<file path="config.mk">
export PLATFORM = sky130hd
export DESIGN_NAME = vga_pixel_output
export DESIGN_NICKNAME = d
export VERILOG_FILES = /design/src/rtl/vga_pixel_output.sv
export SDC_FILE = /design/constraint.sdc
export NUM_CORES = 1
export LEC_CHECK = 0
export CORE_UTILIZATION = 40
export DETAILED_ROUTE_END_ITERATION = 10
export GPL_TIMING_DRIVEN = 0
export HOLD_SLACK_MARGIN = 0.15
export PLACE_DENSITY = 0.71
export SETUP_SLACK_MARGIN = 0.3
export SLEW_MARGIN = 10
export SYNTH_ARGS = -nofsm -noshare
export SYNTH_HDL_FRONTEND = slang
export SYNTH_SLANG_ARGS = --single-unit
</file>
<file path="constraint.sdc">
create_clock -name clk -period 3.11 [get_ports clk]
set_input_delay 0.311 -clock clk [delete_from_list [all_inputs] [get_ports clk]]
set_output_delay 0.311 -clock clk [all_outputs]
set_load 0.05 [all_outputs]
</file>
<file path="src/rtl/vga_pixel_output.sv">
// VGA 640x480@60 raster generator and pixel sink: publishes the pixel coordinate, expands RRRGGGBB
// input to 4-4-4 DAC levels and emits blanking and sync delay-matched to the returned pixel.
module vga_pixel_output #(
    parameter int H_ACTIVE   = 640,
    parameter int H_FP       = 16,
    parameter int H_SYNC     = 96,
    parameter int H_BP       = 48,
    parameter int V_ACTIVE   = 480,
    parameter int V_FP       = 10,
    parameter int V_SYNC     = 2,
    parameter int V_BP       = 33,
    parameter int PIPE_DELAY = 1
) (
    input  logic        clk,
    input  logic        reset,
    input  logic [7:0]  RGBIn,
    output logic [10:0] pixelX,
    output logic [10:0] pixelY,
    output logic        startOfFrame,
    output logic [3:0]  red,
    output logic [3:0]  green,
    output logic [3:0]  blue,
    output logic        hsyncN,
    output logic        vsyncN
);

    localparam logic [10:0] H_LAST     = 11'(H_ACTIVE + H_FP + H_SYNC + H_BP - 1);
    localparam logic [10:0] V_LAST     = 11'(V_ACTIVE + V_FP + V_SYNC + V_BP - 1);
    localparam logic [10:0] H_ACT      = 11'(H_ACTIVE);
    localparam logic [10:0] V_ACT      = 11'(V_ACTIVE);
    localparam logic [10:0] HS_FIRST   = 11'(H_ACTIVE + H_FP);
    localparam logic [10:0] HS_LAST    = 11'(H_ACTIVE + H_FP + H_SYNC - 1);
    localparam logic [10:0] VS_FIRST   = 11'(V_ACTIVE + V_FP);
    localparam logic [10:0] VS_LAST    = 11'(V_ACTIVE + V_FP + V_SYNC - 1);

    logic [10:0] h_count_r;
    logic [10:0] v_count_r;
    logic        active_s;
    logic        hs_s;
    logic        vs_s;
    logic        active_d_s;
    logic        hs_d_s;
    logic        vs_d_s;

    // Widen RRRGGGBB to 4-4-4 by replicating the top bits so full scale maps to 4'hF.
    function automatic logic [11:0] expand_rgb(input logic [7:0] pix);
        expand_rgb = {pix[7:5], pix[7], pix[4:2], pix[4], pix[1:0], pix[1:0]};
    endfunction

    // Raster counters; both wrap together at the last pixel of the last line.
    always_ff @(posedge clk) begin
        if (reset) begin
            h_count_r <= 11'd0;
            v_count_r <= 11'd0;
        end else if (h_count_r == H_LAST) begin
            h_count_r <= 11'd0;
            if (v_count_r == V_LAST) begin
                v_count_r <= 11'd0;
            end else begin
                v_count_r <= v_count_r + 11'd1;
            end
        end else begin
            h_count_r <= h_count_r + 11'd1;
        end
    end

    assign pixelX       = h_count_r;
    assign pixelY       = v_count_r;
    assign startOfFrame = (h_count_r == 11'd0) && (v_count_r == 11'd0);

    assign active_s = (h_count_r < H_ACT) && (v_count_r < V_ACT);
    assign hs_s     = (h_count_r >= HS_FIRST) && (h_count_r <= HS_LAST);
    assign vs_s     = (v_count_r >= VS_FIRST) && (v_count_r <= VS_LAST);

    // Flags travel alongside the upstream pixel pipeline so they line up with RGBIn.
    generate
        if (PIPE_DELAY == 0) begin : g_no_delay
            assign active_d_s = active_s;
            assign hs_d_s     = hs_s;
            assign vs_d_s     = vs_s;
        end else begin : g_delay
            logic [PIPE_DELAY-1:0] active_pipe_r;
            logic [PIPE_DELAY-1:0] hs_pipe_r;
            logic [PIPE_DELAY-1:0] vs_pipe_r;

            // Flag shift register, cleared on reset so no stale pixel or sync escapes.
            always_ff @(posedge clk) begin
                if (reset) begin
                    active_pipe_r <= '0;
                    hs_pipe_r     <= '0;
                    vs_pipe_r     <= '0;
                end else begin
                    active_pipe_r[0] <= active_s;
                    hs_pipe_r[0]     <= hs_s;
                    vs_pipe_r[0]     <= vs_s;
                    for (int i = 1; i < PIPE_DELAY; i++) begin
                        active_pipe_r[i] <= active_pipe_r[i-1];
                        hs_pipe_r[i]     <= hs_pipe_r[i-1];
                        vs_pipe_r[i]     <= vs_pipe_r[i-1];
                    end
                end
            end

            assign active_d_s = active_pipe_r[PIPE_DELAY-1];
            assign hs_d_s     = hs_pipe_r[PIPE_DELAY-1];
            assign vs_d_s     = vs_pipe_r[PIPE_DELAY-1];
        end
    endgenerate

    // DAC output register: expanded colour in the active area, black in blanking, sync alongside.
    always_ff @(posedge clk) begin
        if (reset) begin
            red    <= 4'h0;
            green  <= 4'h0;
            blue   <= 4'h0;
            hsyncN <= 1'b1;
            vsyncN <= 1'b1;
        end else begin
            if (active_d_s) begin
                {red, green, blue} <= expand_rgb(RGBIn);
            end else begin
                {red, green, blue} <= 12'h000;
            end
            hsyncN <= ~hs_d_s;
            vsyncN <= ~vs_d_s;
        end
    end

endmodule

</file>
==> Yosys cells after proc, flatten, opt, wreduce, memory -nomap -nowiden <==
Index checks and enable logic that the tools add are counted.
{ "word_totals": {"reg_bits": 39, "in_bits": 10, "out_inout_bits": 37, "wordCells": 32} }
{ "classes": {"n_addsub": 2, "magnitude_cmp": 6, "eq_ne": 2, "mux": 1, "bitwise_logic": 3, "reduce_logical": 8} }
{ "ops": {"columns": ["op", "n"], "rows": [
  ["adder 11 x 1 -> 11 bit (second input constant)", 2],
  ["== test 11 x 10 -> 1 bit (second input constant)", 2],
  ["logical NOT 11 bit", 2],
  ["greater-or-equal comparator 11 x 10 -> 1 bit (second input constant)", 1],
  ["greater-or-equal comparator 11 x 9 -> 1 bit (second input constant)", 1],
  ["<= comparator 11 x 10 -> 1 bit (second input constant)", 1],
  ["<= comparator 11 x 9 -> 1 bit (second input constant)", 1],
  ["< comparator 11 x 10 -> 1 bit (second input constant)", 1],
  ["< comparator 11 x 9 -> 1 bit (second input constant)", 1],
  ["2-to-1 mux 11 bit", 1],
  ["logical AND 1 bit", 4],
  ["OR reduction 2 bit", 2],
  ["inverter 1 bit", 3]
]} }

==> Longest topological paths before layout <==
Gate-level depths: netlist (run 1).
{ "depth": {"depth_word": 2, "depth_mapped": 6, "depth_no_buf": 6} }

==> Worst setup path after synthesis (run 1) <==
OpenSTA, ideal clock, no wires.
{ "synth_path": {"path_type": "reg-to-output", "startpoint": "reg v_count_r[0], in the netlist pixelY[0]", "endpoint": "out startOfFrame", "t_arrival_ns": 2.871, "required_ns": 2.799, "path_slack_ns": -0.072, "path_stages_with_launch": 5, "path_buffers": 0, "path_cell_list": "dfxtp_1 inv_1 ha_1 or4b_2 nor4_1"} }
{ "synth_between": {"elab_chain_len": 2} }
{ "synth_lines": {"columns": ["element", "line", "rtl"], "rows": [
  ["from (decl)", "37", "logic [10:0] v_count_r;"],
  ["from (signal assigned)", "60", "v_count_r <= v_count_r + 11'd1;"],
  ["logical NOT 11 bit", "69", "assign startOfFrame = (h_count_r == 11'd0) && (v_count_r == 11'd0);"],
  ["logical AND 1 bit", "69", null],
  ["to (decl)", "19", "output logic startOfFrame,"]
]} }
No other way between the ends.

==> Final worst setup path (run 1) <==
Same ends and word-level chain as after synthesis.

==> results of run 1 <==
## cells by family after synthesis
group	Yosys count	synth area share
adders and majority gates	4	0.0316
xor gates and xnor gates	13	0.0719
buffers and inverters	20	0.0616
AOI/OAI and AO/OA	15	0.0664
muxes	3	0.0197
DFF	35	0.442
and+or+nand+nor	81	0.306
## metal layers
layer | GRT usage | vias up
li1 | - | 708
met1 | 0.230 | 630
met2 | 0.267 | 53
met3 | 0.0511 | 6
met4 | 0.111 | 0
met5 | 0 | -
## worst max-delay path by stage
stage,slack (ns),cells past startpoint,startpoint,endpoint
final,0.52,5,pixelY[0],startOfFrame
after global routing,0.38,5,pixelY[0],startOfFrame
after CTS,0.49,5,pixelY[0],startOfFrame
after detailed placement,0.52,5,pixelY[0],startOfFrame
after global placement,0.54,5,pixelY[0],startOfFrame
after floorplan,0.49,4,pixelY[0],startOfFrame
## report_power, final
| part | internal (mW) | total, mW | switching [mW] |
|---|---|---|---|
| sequential | 0.456 | 0.464 | 0.00716 |
| combinational | 0.0403 | 0.102 | 0.0615 |
| clock | 0.174 | 0.330 | 0.157 |
## area by class of cell
class | count | area share
multi-input combinational | 116 | 0.360
sequential | 35 | 0.319
timing repair buffer | 46 | 0.209
clock buffer | 6 | 0.0376
buffer | 10 | 0.0273
tap | 48 | 0.0273
inverter | 10 | 0.0171
clock inverter | 1 | 0.00228
## cell usage after synthesis (2+ instances only)
cell,number
a21oi_1,5
a41o_1,2
and2_1,8
and3_1,5
buf_1,2
buf_4,4
clkbuf_1,3
dfxtp_1,35
ha_1,4
inv_1,10
mux2i_1,2
nand2_1,5
nand2b_1,2
nand3_1,10
nand4_1,5
nor2_1,11
nor2b_1,2
nor3_1,13
nor4_1,9
or4_4,2
xnor2_1,11
xor2_1,2
## placed cells by master, fill, tap and decap left out, types with 2 or more instances in the layout
cell / n
clkdlybuf4s50_1: 45
dfxtp_1: 35
nor3_1: 13
xnor2_1: 11
nor2_1: 11
inv_1: 10
nand3_1: 10
nor4_1: 8
and2_1: 8
clkbuf_8: 6
nand4_1: 5
nand2_1: 5
and3_1: 5
a21oi_1: 5
ha_1: 4
buf_4: 4
clkbuf_1: 3
nor2b_1: 2
buf_1: 2
or4_4: 2
xor2_1: 2
a41o_1: 2
mux2i_1: 2
nand2b_1: 2
## per-stage QoR
step / instance area (sq um) / std cells / utilization / setup WS, ns
after floorplan: 1590 / 171 / - / 0.494
after global placement: 2110 / 265 / 0.568 / 0.543
after detailed placement: 2110 / 265 / 0.568 / 0.519
after CTS: 2200 / 272 / 0.591 / 0.494
after global routing: 2200 / 272 / 0.591 / 0.381
final: 2200 / 272 / 0.591 / 0.521
## registers in the layout, indices dropped and copies added, names as in the netlist
| signal | count |
|---|---|
| hsyncN | 1 |
| pixelY | 11 |
| vsyncN | 1 |
| blue | 2 |
| green | 3 |
| pixelX | 11 |
| red | 3 |
| g_delay.hs_pipe_r | 1 |
| active_d_s | 1 |
| g_delay.vs_pipe_r | 1 |
## timing repair
item | CTS | global route
setup endpoints to repair | 1 | 0
endpoints found under the hold margin | 0 | 0
hold buffers | 0 | 0
gates resized for setup | 1 | 0
==> results.txt, run 1 <==
Outcome: completed
R2R Path End: pixelY[6]
Worst-margin pin slew: 0.509 ns
Setup TNS: 0 ns
Hpwl dp: 2.45 mm
Worst Hold Depth: 1
Top sig layer: met4
FF-to-FF path depth: 5
Clock transition at path regs: 0.07 ns
Diodes inserted: 0
Post-route ant nets: 0
Peak VDD IR: 0.000234 V
WL/cell: 12.6 um
Max Clock Skew: 0.00695 ns
Metal-1 WL: 1.62 mm
CP max stage delay: 0.61 ns
Vias in the first global route: 1248
Relative slew slack: 0.659
Initial antenna violation count: 0
# fillers: 344
I/O Pins: 47
Largest cells by area after synthesis: dfxtp_1, xnor2_1, nor3_1
Flops & latches, synth: 35
First-pass GRT wire length: 5.72 mm
Routed wire length: 3.42 mm
Largest net degree at the start of global routing: 11
Buf/Inv on CP: 2
Register Area: 701 sq um
Startpoint class of the critical path: flop
Htree depth: 2
Setup Fix Bufs, Post-CTS: 0
R2R Path Start: pixelX[4]
Final hold vios: 0
Slew Viols, Final: 0
Metal2 WL: 1.50 mm
P&R area growth vs syn: 38.7%
# setup viols final: 0
Netlist Area Pre-Place: 1580 sq um
Post-synthesis sequential area ratio: 0.442
Mapped Avg Cell Area: 9.26 sq um
Root Buffer: clkbuf_8
DRT iter0 DRCs: 34
# rows: 22
Yosys cell types: 41
Hold_ws: 0.375 ns
Initial Util: 0.426
Total CTS buffers: 5
Skew-Pair Late Insertion Delay: 0.29 ns
Post-synthesis cell count: 171
P per Cell Area: 408 nW/um^2
HP Class: reg2reg
Top cell type's share of synthesized area: 0.442
Via/cell ratio: 5.14
Syn. warnings: 0
Via count: 1397
Share of cells above drive strength 1: 0.0938
GPL Wtd Cong: 0.783
Hold Path Sink: vsyncN
Leakage: 0.767 nW
Top_reg_cell synth: dfxtp_1
Cell family with most CP delay: simple AND/OR/NAND/NOR gates
Die span in x: 64.9 um
Cell taking the most area after synthesis: dfxtp_1
Worst setup EP type: output pin
Fin crit share: 0.832
WP data arrival: 2.28 ns
RSZ-0062 raised after global routing: no
CP Class: reg2out
Core area: 3720 sq um
Critical Path RT: 2.80 ns
# DRC: 0
Synth async-reset ratio: 0
Multi-input gate area: 792 sq um
Max Freq: 386 MHz
Gr usage total: 0.181
R2r setup slk: 0.89 ns
Clock buffer depth: 2
Worst path slowest cell: or4b_2
GRT overflow: 0
Net count, final: 238
Post-synth EDFFs: 0
DR WL met3: 239 um
Port-buffer cells: 46
Max Cap Violations: 0
Critical-path cell list: inv_1, ha_1, or4b_2, nor4_2, dlygate4sd2_1
Die Y: 64.9 um
Minimum clock period: 2.59 ns
DRT Pass-1 Iters: 4
Num Clock Sinks: 35
Power Total: 896 uW
Min-Delay Startpoint: g_delay.vs_pipe_r
Post-synth net total: 185
DIE AREA: 4220 sq um
Highest net fanout along the worst path: 7
CTS tree: done
No activity file was read; power rests on OpenSTA's default activity.
==> run 2, diff against run 1 <==
Settings changed: PLACE_DENSITY 0.71 to 0.73.
Clock period 3.11 ns to 2.1 ns, I/O delays scaled along.
==> results.txt, run 2 (synthesis results as in run 1) <==
Post-route setup slack: 0.116 ns (-0.406 ns)
Max Clock Skew: 0.00633 ns (-0.000616 ns)
Max Cap Violations: 0 (unchanged)
Skew-Pair Late Insertion Delay: 0.29 ns (about the same)
RSZ-0062 raised after global routing: yes
Highest net fanout along the worst path: 3 (-4)
Critical-path cell list: or4_4, buf_6, or4_4, nor2_4, mux2_4
First-pass GRT wire length: 6.39 mm (+12%)
Commonest non-fill, non-tap cell in the layout: clkdlybuf4s50_1
Hpwl dp: 2.57 mm (+4.8%)
Die Y: 64.9 um (unchanged)
Initial Util: 0.426 (unchanged)
Slew Viols, Final: 0 (unchanged)
GRT overflow: 0 (unchanged)
Root Buffer: clkbuf_8
# rows: 22 (unchanged)
Max Freq: 504 MHz
Htree depth: 2 (unchanged)
CP Class: reg2reg
Peak VDD IR: 0.000323 V (+38%)
Core area: 3720 sq um (unchanged)
Worst setup EP type: flop
Sw Pwr: 346 uW (+54%)
Critical Path RT: 2.27 ns (-0.53 ns)
Int Power: 1.12 mW (+68%)
Total CTS buffers: 5 (unchanged)
WL/cell: 13.8 um (+9.3%)
Net count, final: 249 (+4.6%)
P per Cell Area: 597 nW/um^2 (+46%)
Diodes inserted: 0 (unchanged)
I/O Pins: 47 (unchanged)
WP data arrival: 2.16 ns (-0.12 ns)
DRT Pass-1 Iters: 4 (unchanged)
Most used cell, CP: or4_4
Clock buffer depth: 2 (unchanged)
Port-buffer cells: 46 (unchanged)
P&R area growth vs syn: 55.5%
CP max stage delay: 0.52 ns (-0.09 ns)
DIE AREA: 4220 sq um (unchanged)
Via/cell ratio: 5.29 (+3.0%)
Cell Count, Final, Fillers Out: 284 (+4.4%)
Placed cell count: 265 (unchanged)
HP Class: reg2reg
Post-route ant nets: 0 (unchanged)
Worst path slowest cell: or4_4
Switching Fraction: 0.235 (-0.0162)
Share of cells above drive strength 1: 0.258 (+0.165)
# setup viols final: 0 (unchanged)
Gr usage total: 0.199 (+0.0178)
Fin crit share: 0.945
Post-Place Setup Slack: -0.278 ns (-0.797 ns)
Final hold vios: 0 (unchanged)
Most frequent cells in the layout: clkdlybuf4s50_1, dfxtp_1, nor3_1
Startpoint class of the critical path: flop
Num Clock Sinks: 35 (unchanged)
Leakage: 0.967 nW (+26%)
Die span in x: 64.9 um (unchanged)
GPL Wtd Cong: 0.788 (+0.66%)
Routed wire length: 3.91 mm (+14%)
Relative slew slack: 0.652 (-0.00705)
Via count: 1502 (+7.5%)
Clock power share: 0.424 (+0.055)
Largest net degree at the start of global routing: 12 (+1)
Worst-margin pin slew: 0.522 ns (+0.0120 ns)
Outcome: completed
CTS tree: done
Minimum clock period: 1.98 ns
Post-CTS Hold Buffers: 0 (unchanged)
# DRC: 0 (unchanged)
Clock transition at path regs: 0.07 ns (about the same)
Initial antenna violation count: 0 (unchanged)
Logic pwr share: 0.110 (-0.004)
Vias in the first global route: 1406 (+13%)
Power Total: 1.47 mW (+64%)
DRT iter0 DRCs: 56 (+65%)
Sequential power share: 0.466 (-0.052)
[run 2: cell count changes in the layout (fill, tap and decap cells not counted), sizes merged]
| cell | previous run | this run |
|---|---|---|
| dlymetal6s2s | 0 | 4 |
| dlygate4sd2 | 1 | 3 |
| buf | 7 | 19 |
| bufinv | 0 | 1 |
| clkdlybuf4s50 | 45 | 38 |
[run 2: power by group through the flow]
stage	Sequential (mW)	Combinational (mW)	Clock, mW
final	0.686	0.161	0.623
after floorplan	0.737	0.0606	0
after global placement	0.699	0.157	0
after global routing	0.687	0.169	0.677
after CTS	0.685	0.160	0.637
after detailed placement	0.700	0.158	0
[run 2: per-layer routing]
layer	GRT usage	vias up	wire length, um
met2	0.345	62	1850
met3	0.0704	7	285
li1	-	739	-
met5	0	-	0
met4	0.0667	0	69
met1	0.222	694	1700
[run 2: final timing paths]
kind / startpoint / endpoint / slack, ns / cells after the start
worst max register to register: pixelX[5] / pixelY[6] / 0.12 / 5
worst min-delay path: g_delay.hs_pipe_r / hsyncN / 0.38 / 1
worst min register to register: g_delay.hs_pipe_r / hsyncN / 0.38 / 1
worst max-delay path: pixelX[5] / pixelY[6] / 0.12 / 5
[run 2: through the flow]
stage	instance area [sq um]	utilization	TNS [ns]	hold WS (ns)
floorplan	1640	-	0	0.332
finish	2460	0.663	0	0.376
global placement	2160	0.581	-0.271	0.358
detailed placement	2160	0.581	-0.278	0.361
global route	2460	0.663	0	0.395
CTS	2390	0.643	0	0.378
[run 2: final cells by class]
class / instances / area [sq um]
Fill cell: 313 / 1250
Multi-Input combinational cell: 116 / 892
Sequential cell: 35 / 728
Timing Repair Buffer: 57 / 566
Clock buffer: 6 / 82.6
Buffer: 10 / 61.3
Tap cell: 48 / 60.1
Inverter: 10 / 37.5
Clock inverter: 2 / 35.0
[run 2: worst max-delay path, delay by kind of cell, from the launching register on]
kind,cells,cell delay [ns]
buffers and inverters,1,0.13
DFF,1,0.35
muxes,1,0.29
and+or+nand+nor,3,1.09
[run 2: repair_timing]
item,4_1_cts,5_1_grt
gates resized for setup,18,15
cloned,0,0
setup endpoints to repair,15,24
pin swaps,4,5
buffers inserted,11,0
==> run 3, diff against run 2 <==
Settings changed: PLACE_DENSITY 0.73 to 0.72.
==> results.txt, run 3 (synthesis results as in run 1) <==
DIE AREA: 4220 sq um (unchanged)
Hpwl dp: 2.77 mm (+7.9%)
Max Cap Violations: 0 (unchanged)
Relative slew slack: 0.643 (-0.00921)
Critical path origin: pixelX[5]
Initial Util: 0.426 (unchanged)
Htree depth: 2 (unchanged)
Clock buffer depth: 2 (unchanged)
Leakage: 0.972 nW (+0.49%)
WP data arrival: 2.16 ns (about the same)
Routed wire length: 4.26 mm (+9.1%)
GPL Wtd Cong: 0.819 (+3.9%)
DRT Pass-1 Iters: 5 (+1)
# setup viols final: 0 (unchanged)
# fillers: 299 (-4.5%)
Power Total: 1.35 mW (-8.4%)
# rows: 22 (unchanged)
WL/cell: 15.1 um (+9.5%)
Total CTS buffers: 5 (unchanged)
Die Y: 64.9 um (unchanged)
Post-route setup slack: 0.117 ns (+0.000979 ns)
Port-buffer cells: 46 (unchanged)
Max Freq: 504 MHz (about the same)
Net count, final: 249 (unchanged)
Worst setup endpoint: pixelY[6]
Most frequent cells in the layout: clkdlybuf4s50_1, dfxtp_1, buf_4
Via/cell ratio: 5.47 (+3.4%)
CTS tree: done
Critical-path cell list: or4_4, buf_6, or4_4, nor2_4, mux2_4
Outcome: completed
Highest net fanout along the worst path: 4 (+1)
Fin crit share: 0.944 (about the same)
Gr usage total: 0.211 (+0.0128)
R2r setup slk: 0.12 ns (about the same)
Post-Place Setup Slack: -0.303 ns (-0.0245 ns)
Most used cell, CP: or4_4
I/O Pins: 47 (unchanged)
Largest net degree at the start of global routing: 11 (-1)
Clock transition at path regs: 0.07 ns (about the same)
Post-CTS Hold Buffers: 0 (unchanged)
Peak VDD IR: 0.000334 V (+3.5%)
Final hold vios: 0 (unchanged)
R2R Path End: pixelY[6]
Worst path slowest cell: or4_4
Share of cells above drive strength 1: 0.255 (-0.00316)
Initial antenna violation count: 0 (unchanged)
Skew-Pair Late Insertion Delay: 0.29 ns (about the same)
Minimum clock period: 1.98 ns (-0.000979 ns)
Num Clock Sinks: 35 (unchanged)
Diodes inserted: 0 (unchanged)
CP Class: reg2reg
R2R Path Start: pixelX[5]
GRT overflow: 0 (unchanged)
Slew Viols, Final: 0 (unchanged)
DRT iter0 DRCs: 52 (-7.1%)
Die span in x: 64.9 um (unchanged)
CP max stage delay: 0.53 ns (about the same)
Root Buffer: clkbuf_8
Startpoint class of the critical path: flop
Commonest non-fill, non-tap cell in the layout: clkdlybuf4s50_1
Vias in the first global route: 1406 (unchanged)
Via count: 1547 (+3.0%)
FF-to-FF path depth: 5 (unchanged)
P per Cell Area: 554 nW/um^2 (-7.2%)
HP Class: reg2reg
Worst setup EP type: flop
# DRC: 0 (unchanged)
Worst-margin pin slew: 0.535 ns (+0.0138 ns)
Critical Path RT: 2.28 ns (about the same)
RSZ-0062 raised after global routing: yes
First-pass GRT wire length: 6.65 mm (+4.1%)
Post-route ant nets: 0 (unchanged)
Core area: 3720 sq um (unchanged)
P&R area growth vs syn: 53.3%
Final core occ: 0.654 (-0.00909)
Max Clock Skew: 0.00257 ns (-0.00377 ns)
[run 3: cell types whose count changed in the layout (fill, tap and decap cells not counted), sizes merged]
cell	change
dlymetal6s2s	+2
bufinv	-1
clkdlybuf4s50	-2
[run 3: how the worst min path moves through the flow]
stage                                 start      end  slack [ns]  cells past startpoint
after CTS                 g_delay.hs_pipe_r   hsyncN        0.38                      1
final                     g_delay.hs_pipe_r   hsyncN        0.37                      1
after global placement    g_delay.hs_pipe_r   hsyncN        0.36                      1
after floorplan                    RGBIn[1]  blue[1]        0.33                      1
after detailed placement  g_delay.vs_pipe_r   vsyncN        0.36                      1
after global routing      g_delay.vs_pipe_r   vsyncN        0.38                      1
[run 3: through the flow]
stage	instance area, sq um	cells	TNS (ns)	hold WS, ns
CTS	2340	281	0	0.379
global placement	2160	265	-0.264	0.361
finish	2430	283	0	0.375
global route	2430	283	0	0.382
floorplan	1640	171	0	0.332
detailed placement	2160	265	-0.303	0.362
[run 3: critical path, delay by kind of cell, from the launching register on]
| family | cells | cell delay, ns |
|---|---|---|
| buf+inv | 1 | 0.13 |
| flops | 1 | 0.35 |
| mux | 1 | 0.30 |
| simple gates | 3 | 1.10 |
[run 3: layout make-up]
| cell class | count | area [sq um] | area share |
|---|---|---|---|
| flip-flops and latches | 35 | 728 | 0.300 |
| plain buffers | 10 | 61.3 | 0.0252 |
| multi-input cells | 116 | 891 | 0.367 |
| inverters | 10 | 37.5 | 0.0155 |
| clock inverters | 1 | 5.00 | 0.00206 |
| clock buffers | 6 | 82.6 | 0.0340 |
| well taps | 48 | 60.1 | 0.0247 |
| repair buffers | 57 | 563 | 0.232 |
[run 3: where the power goes]
part / internal (mW) / switching (mW)
registers: 0.674 / 0.0115
logic: 0.0678 / 0.0960
clock network: 0.257 / 0.240
[run 3: metal layers]
metal | GRT usage | share of wire | routed length [um]
met1 | 0.243 | 0.42 | 1780
met4 | 0.122 | 0.035 | 148
met2 | 0.344 | 0.48 | 2040
met5 | 0 | 0 | 0
met3 | 0.0634 | 0.070 | 298
[run 3: repair_timing]
action,CTS,global route
endpoints found under the setup margin,15,26
buffers inserted,9,2
gates resized for setup,16,17
pin swaps,3,8
